`src/rtl/uart_packet_assembler.sv`:
```
// Packs the UART receive byte stream into PACKET_BYTES-wide host packets.
// It has an assembly buffer, an output register, an inter-byte timeout and drop accounting.
module uart_packet_assembler #(
    parameter int PACKET_BYTES   = 16,
    parameter int TIMEOUT_CYCLES = 50000,
    parameter int DROP_CNT_WIDTH = 16
) (
    input  logic                            clk,
    input  logic                            reset_n,
    input  logic                            rx_valid,
    input  logic [7:0]                      rx_data,
    output logic                            packet_valid,
    input  logic                            packet_ready,
    output logic [8*PACKET_BYTES-1:0]       packet_data,
    output logic [$clog2(PACKET_BYTES):0]   byte_count,
    output logic                            timeout_pulse,
    output logic                            overflow,
    output logic [DROP_CNT_WIDTH-1:0]       drop_count,
    input  logic                            clear_errors
);
    localparam int CW  = $clog2(PACKET_BYTES) + 1;
    localparam int IXW = (PACKET_BYTES > 1) ? $clog2(PACKET_BYTES) : 1;
    localparam int IW  = (TIMEOUT_CYCLES > 2) ? $clog2(TIMEOUT_CYCLES) : 1;
    localparam logic [CW-1:0] LAST_SLOT = CW'(PACKET_BYTES - 1);
    localparam logic [CW-1:0] FULL      = CW'(PACKET_BYTES);
    localparam logic [IW-1:0] IDLE_LAST = IW'(TIMEOUT_CYCLES - 1);

    typedef enum logic {COLLECT, HOLD} state_t;

    state_t                             state, state_nxt;
    logic [PACKET_BYTES-1:0][7:0]       asm_buf, buf_nxt;
    logic [PACKET_BYTES-1:0][7:0]       out_buf, out_nxt;
    logic [CW-1:0]                      bc_nxt;
    logic [IW-1:0]                      idle_cnt, idle_nxt;
    logic                               pv_nxt, tp_nxt, drop;
    logic                               handshake, out_free;

    assign handshake   = packet_valid && packet_ready;
    assign out_free    = !packet_valid || packet_ready;
    assign packet_data = out_buf;

    always_ff @(posedge clk or negedge reset_n) begin
        if (!reset_n) state <= COLLECT;
        else          state <= state_nxt;
    end

    always_comb begin
        state_nxt = state;
        buf_nxt   = asm_buf;
        out_nxt   = out_buf;
        bc_nxt    = byte_count;
        idle_nxt  = idle_cnt;
        pv_nxt    = packet_valid;
        tp_nxt    = 1'b0;
        drop      = 1'b0;
        case (state)
            COLLECT: begin
                if (handshake) pv_nxt = 1'b0;
                if (rx_valid) begin
                    buf_nxt[byte_count[IXW-1:0]] = rx_data;
                    idle_nxt = '0;
                    if (byte_count == LAST_SLOT) begin
                        // Final byte bypasses into the output register when it is free.
                        if (out_free) begin
                            out_nxt = buf_nxt;
                            pv_nxt  = 1'b1;
                            bc_nxt  = '0;
                        end else begin
                            bc_nxt    = FULL;
                            state_nxt = HOLD;
                        end
                    end else begin
                        bc_nxt = byte_count + 1'b1;
                    end
                end else if (byte_count != '0) begin
                    if (idle_cnt == IDLE_LAST) begin
                        bc_nxt   = '0;
                        idle_nxt = '0;
                        tp_nxt   = 1'b1;
                    end else begin
                        idle_nxt = idle_cnt + 1'b1;
                    end
                end
            end
            HOLD: begin
                // Receiver cannot stall: anything arriving here is lost, even on the transfer edge.
                drop     = rx_valid;
                idle_nxt = '0;
                if (handshake) begin
                    out_nxt   = asm_buf;
                    bc_nxt    = '0;
                    state_nxt = COLLECT;
                end
            end
            default: state_nxt = COLLECT;
        endcase
    end

    always_ff @(posedge clk or negedge reset_n) begin
        if (!reset_n) begin
            asm_buf       <= '0;
            out_buf       <= '0;
            byte_count    <= '0;
            idle_cnt      <= '0;
            packet_valid  <= 1'b0;
            timeout_pulse <= 1'b0;
        end else begin
            asm_buf       <= buf_nxt;
            out_buf       <= out_nxt;
            byte_count    <= bc_nxt;
            idle_cnt      <= idle_nxt;
            packet_valid  <= pv_nxt;
            timeout_pulse <= tp_nxt;
        end
    end

    always_ff @(posedge clk or negedge reset_n) begin
        if (!reset_n) begin
            overflow   <= 1'b0;
            drop_count <= '0;
        end else if (clear_errors) begin
            overflow   <= 1'b0;
            drop_count <= '0;
        end else if (drop) begin
            overflow <= 1'b1;
            if (drop_count != '1) drop_count <= drop_count + 1'b1;
        end
    end
endmodule
```
`config.mk`:
```
export PLATFORM = sky130hd
export DESIGN_NAME = uart_packet_assembler
export DESIGN_NICKNAME = d
export VERILOG_FILES = /design/src/rtl/uart_packet_assembler.sv
export SDC_FILE = /design/constraint.sdc
export NUM_CORES = 1
export LEC_CHECK = 0
export ABC_AREA = 0
export CORE_UTILIZATION = 40
export CTS_CLUSTER_DIAMETER = 100
export DETAILED_ROUTE_END_ITERATION = 7
export SYNTH_ARGS = -nofsm -noshare
export SYNTH_HDL_FRONTEND = slang
export SYNTH_SLANG_ARGS = --single-unit
```
`constraint.sdc`:
```
create_clock -name clk -period 6.2 [get_ports clk]
set_input_delay 1.24 -clock clk [delete_from_list [all_inputs] [get_ports clk]]
set_output_delay 1.24 -clock clk [all_outputs]
set_load 0.05 [all_outputs]
```
## Word level (Yosys, flattened, before mapping)

Index checks and enable logic that the tools add are counted.

- Bits in registers: 297
- Output and inout bits: 152
- Logic and storage cells: 103

- Add/sub/neg operators: 3
- Magnitude comparators: 2
- Equal/unequal tests: 9
- Multiplexer cells: 38
- Bitwise gates (word level): 1
- Reductions and logical operators: 11

Operators with widths:

| operator | count |
|---|---|
| 128-bit two-way mux | 4 |
| 128-bit case mux with 2 select lines | 1 |
| 128-bit bitwise mux | 1 |
| 16-bit two-way mux | 6 |
| 16-bit by 1-bit adder with 16-bit output, second input constant | 2 |
| 8-bit demux with 4-bit select | 1 |
| 16-bit case mux with 2 select lines | 1 |
| 5-bit two-way mux | 6 |
| 16-bit equality test, second input constant | 1 |
| 16-bit inequality test, second input constant | 1 |
| 1-bit two-way mux | 15 |
| 5-bit case mux with 2 select lines | 1 |
| 8-bit two-way mux | 1 |
| 2-bit inequality test, second input constant | 3 |
| 3-bit inequality test, second input constant | 2 |
| 5-bit by 1-bit adder with 5-bit output, second input constant | 1 |
| 5-bit by 4-bit equality test with 1-bit output, second input constant | 1 |
| 4-bit by 5-bit less-than comparator with 1-bit output, second input constant | 1 |
| 5-bit nonzero test | 1 |
| 4-bit by 1-bit >= comparator with 1-bit output, second input constant | 1 |
| 2-bit AND reduction | 2 |
| 4-bit AND reduction | 1 |
| 2-bit nonzero test | 2 |
| 3-bit AND reduction | 1 |
| 6 further kinds | 7 |

## Depth between registers and ports, before layout

- Word-level depth: 9
- Gate-level depth with buffers: 8

## Worst setup path after synthesis

OpenSTA, ideal clock, no wires.

- Kind: input-to-reg
- From: in rx_valid
- To: reg out_buf, in the netlist packet_data[100]
- Arrival: 2.455 ns
- Data required time: 6.075 ns
- Path slack: 3.620 ns
- Stages: 7
- Buffers on the path: 3
- Path through: buf_4 nand3b_1 nor3_2 o21ai_1 buf_6 buf_6 mux2_4

- Cells in the longest elaborated chain, start to end: 2

RTL lines:

| element | RTL line | text |
|---|---|---|
| start, declared | 10 | `input logic rx_valid,` |
| 2-bit inequality test (no source line) | n/a |  |
| 4-bit AND reduction (no source line) | n/a |  |
| end signal, assigned | 109 | `out_buf <= out_nxt;` |
| end, declared | 32 | `logic [PACKET_BYTES-1:0][7:0] out_buf, out_nxt;` |

No other way between the ends.
A chain may end at the register's enable or synchronous reset.

## Worst setup path after layout

- From: reg byte_count[3]
- To: out byte_count[3]

RTL lines:

| element | RTL line | text |
|---|---|---|
| start, declared | 15 | `output logic [$clog2(PACKET_BYTES):0] byte_count,` |
| start signal, assigned | 110 | `byte_count <= bc_nxt;` |

No word-level cell between the ends.

==> results.cfg <==
[cts]
cts.sinks = 297
clock_path_buffers = 3
root_buffer = clkbuf_16
ctsResizeCount = 0
post_cts_buffers = 0
clk_pin_slew_ns = 0.07
clkLatencyLatePin_ns = 0.58
cts_buffers = 31
postCtsHoldBufs = 0
cts_tree = yes
htreeDepth = 1

[synthesis]
async_flop_share_pct = 100
yosysSeqAreaShare_pct = 51.6
synthFlopType = dfrtp_1
synth.avg_cell_area_um2 = 14.3
syn_nets = 1026
synth_edf_count = 0
synthesis.area_mm2 = 0.0144
synth.area.top_cells = dfrtp_1 52%, mux2_2 19%, mux2_4 13%
synth.distinct_cells = 68
syn-instance-count = 1007
yosys.area.top_type = dfrtp_1
synth-seq-cells = 297
yosysWarningCount = 0
yosysTopAreaCellShare_pct = 51.6

[layout]
fin_nets = 1171
layout-drive-gt1-share_pct = 39.9
antenna_cells = 0
fin_area_mm2 = 0.0174
nFillCells = 3128
final_cells = 1638
area_delta_synth_final_pct = 20.8
multi_input_area_mm2 = 0.00651
postLayoutCoreUtil_pct = 49.0
regArea_mm2 = 0.00743

[outcome]
outcome = complete, no violations

[critical_path]
cp_data_arrival_time_ns = 2.71
crit_chain = clkdlybuf4s50_1
crit_path_top_delay_cell = dfrtp_1
cp.buffers_inverters = 1
crit_fanout = 20
crit_type = reg2out
startpoint_type = flop
path_delay_family = flip-flops
crit_cells = 1
required_ns = 4.96
r2r_cells = 5
crit_path_end_kind = output port
max_stage_delay_ns = 1.14

[drt]
vias = 8531
drc_errors = 0
wl_per_cell_um = 19.9
drt-vias-per-instance = 5.21
ant_nets = 0
dr.pass1.iters = 5
totalWireLength_um = 32600
drtIter0Drc = 451

[place]
dpl.cell_count = 1580
dp_hpwl_um = 20400
routabilityCongestion = 0.804
dpl_worst_slack_ns = 2.41
placed_area_mm2 = 0.0163
port_buffers = 164

[sta]
max_freq_mhz = 253
finalSetupViolations = 0
finalCriticalPeriod_ns = 3.95
slew_headroom_pct = 20.0
worst_pin_slew_ns = 1.20
finalSetupTns_ns = 0
rsz0062_at_grt = no
fin_skew_ns = 0.0216
worst_slack_ns = 2.25
hold_violations = 0
slew_violations = 0
fin_crit_sh_pct = 63.6

[floorplan]
fp.dieH_um = 192
die_area_mm2 = 0.0368
rows = 69
start_util_pct = 40.6
design.core.area_mm2 = 0.0355
die_width_um = 192
pin_count = 165

[power_and_ir_drop]
power.internal_mw = 5.57
vdd_drop_max_v = 0.000307
clkPwrFrac_pct = 22.1
power.leakage_nw = 7.97
p_sw_share_pct = 37.2
p_seq_share_pct = 35.6
pwr_density_cell_mw_per_mm2 = 510
p_switching_mw = 3.29
pwr-share-comb_pct = 42.3

[grt]
grt_max_degree = 133
busiest_layer = met2
grt_use_met3_pct = 2.85
grt_antenna_before_repair = 0
grt_overflow_total = 0
use_met1_pct = 25.2
grt_pass1_vias = 8770
grt_usage_pct = 17.7
grt_util_met2_pct = 28.3
grt_pass1_wl_um = 51100

[hold_path]
hold_class = reg2reg
holdPathStages = 1

[job]
max-cap-violations = 0
[cells in the mapped netlist (all sizes together) (5+ instances only)]
| cell | number |
|---|---|
| ha | 6 |
| nand3b | 7 |
| inv | 9 |
| nor3 | 16 |
| dfrtp | 297 |
| buf | 32 |
| nand2b | 11 |
| a31oi | 20 |
| nand3 | 19 |
| mux2 | 389 |
| nand2 | 31 |
| and3 | 7 |
| and4 | 5 |
| nand4 | 11 |
| o21ai | 12 |
| and2 | 8 |
| a21oi | 13 |
| a41oi | 5 |
| clkbuf | 30 |
| nor2 | 27 |
[final timing paths]
check / startpoint / slack, ns / to
min reg2reg: asm_buf[22] / 0.49 / asm_buf[22]
max reg2reg: idle_cnt[0] / 3.36 / byte_count[3]
max: byte_count[3] / 2.25 / byte_count[3]
min: asm_buf[22] / 0.49 / asm_buf[22]
max in group asynchronous: reset_n / 4.13 / packet_data[91]
min in group asynchronous: reset_n / 0.72 / packet_data[20]
[state kept, by name (all words and copies together), names as in the netlist]
signal,count
idle_cnt,16
drop_count,16
state,1
packet_valid,1
packet_data,128
overflow,1
timeout_pulse,1
byte_count,5
asm_buf,128
[power groups by stage]
stage	logic (mW)	registers (mW)	clock network (mW)
3_5_place_dp	3.78	3.19	0
4_1_cts	3.80	3.16	2.01
5_1_grt	3.97	3.25	2.08
2_1_floorplan	1.73	4.12	0
3_3_place_gp	3.74	3.17	0
6_report	3.75	3.15	1.96
[cell type report]
cell class / instances / area share, %
Tap cell: 461 / 3.32
Inverter: 9 / 0.194
Multi-Input combinational cell: 637 / 37.4
Timing Repair Buffer: 176 / 10.1
Sequential cell: 297 / 42.7
Clock buffer: 41 / 4.96
Clock inverter: 17 / 1.23
[layer usage]
layer / share of wire (%) / up-vias
li1: - / 3945
met1: 48 / 4402
met2: 47 / 143
met3: 4.1 / 41
met4: 1.7 / 0
met5: 0 / -
[kinds of logic after synthesis]
kind of cell	after synthesis	share of synthesized area [%]
multiplexers	389	33.7
flip-flops	297	51.6
AND/OR/NAND/NOR	167	7.41
AO/OA/AOI/OAI	74	3.47
buffers and inverters	73	3.27
adder cells (fa/ha/maj)	6	0.521
XOR/XNOR	1	0.0608
[cells in the final DEF, fill, tap and decap left out, drive strengths merged, types with 13 or more instances in the layout]
cell type,count
nand2,31
a21oi,13
buf,13
clkbuf,41
a31oi,20
mux2,389
clkdlybuf4s50,163
nor3,16
dfrtp,297
nand3,19
nor2,27
[stage by stage]
stage | total power [mW] | hold WS [ns]
floorplan | 5.85 | 0.444
global placement | 6.91 | 0.470
detailed placement | 6.97 | 0.477
CTS | 8.98 | 0.488
global route | 9.30 | 0.495
finish | 8.86 | 0.490
(Power assumes the default switching activity.)
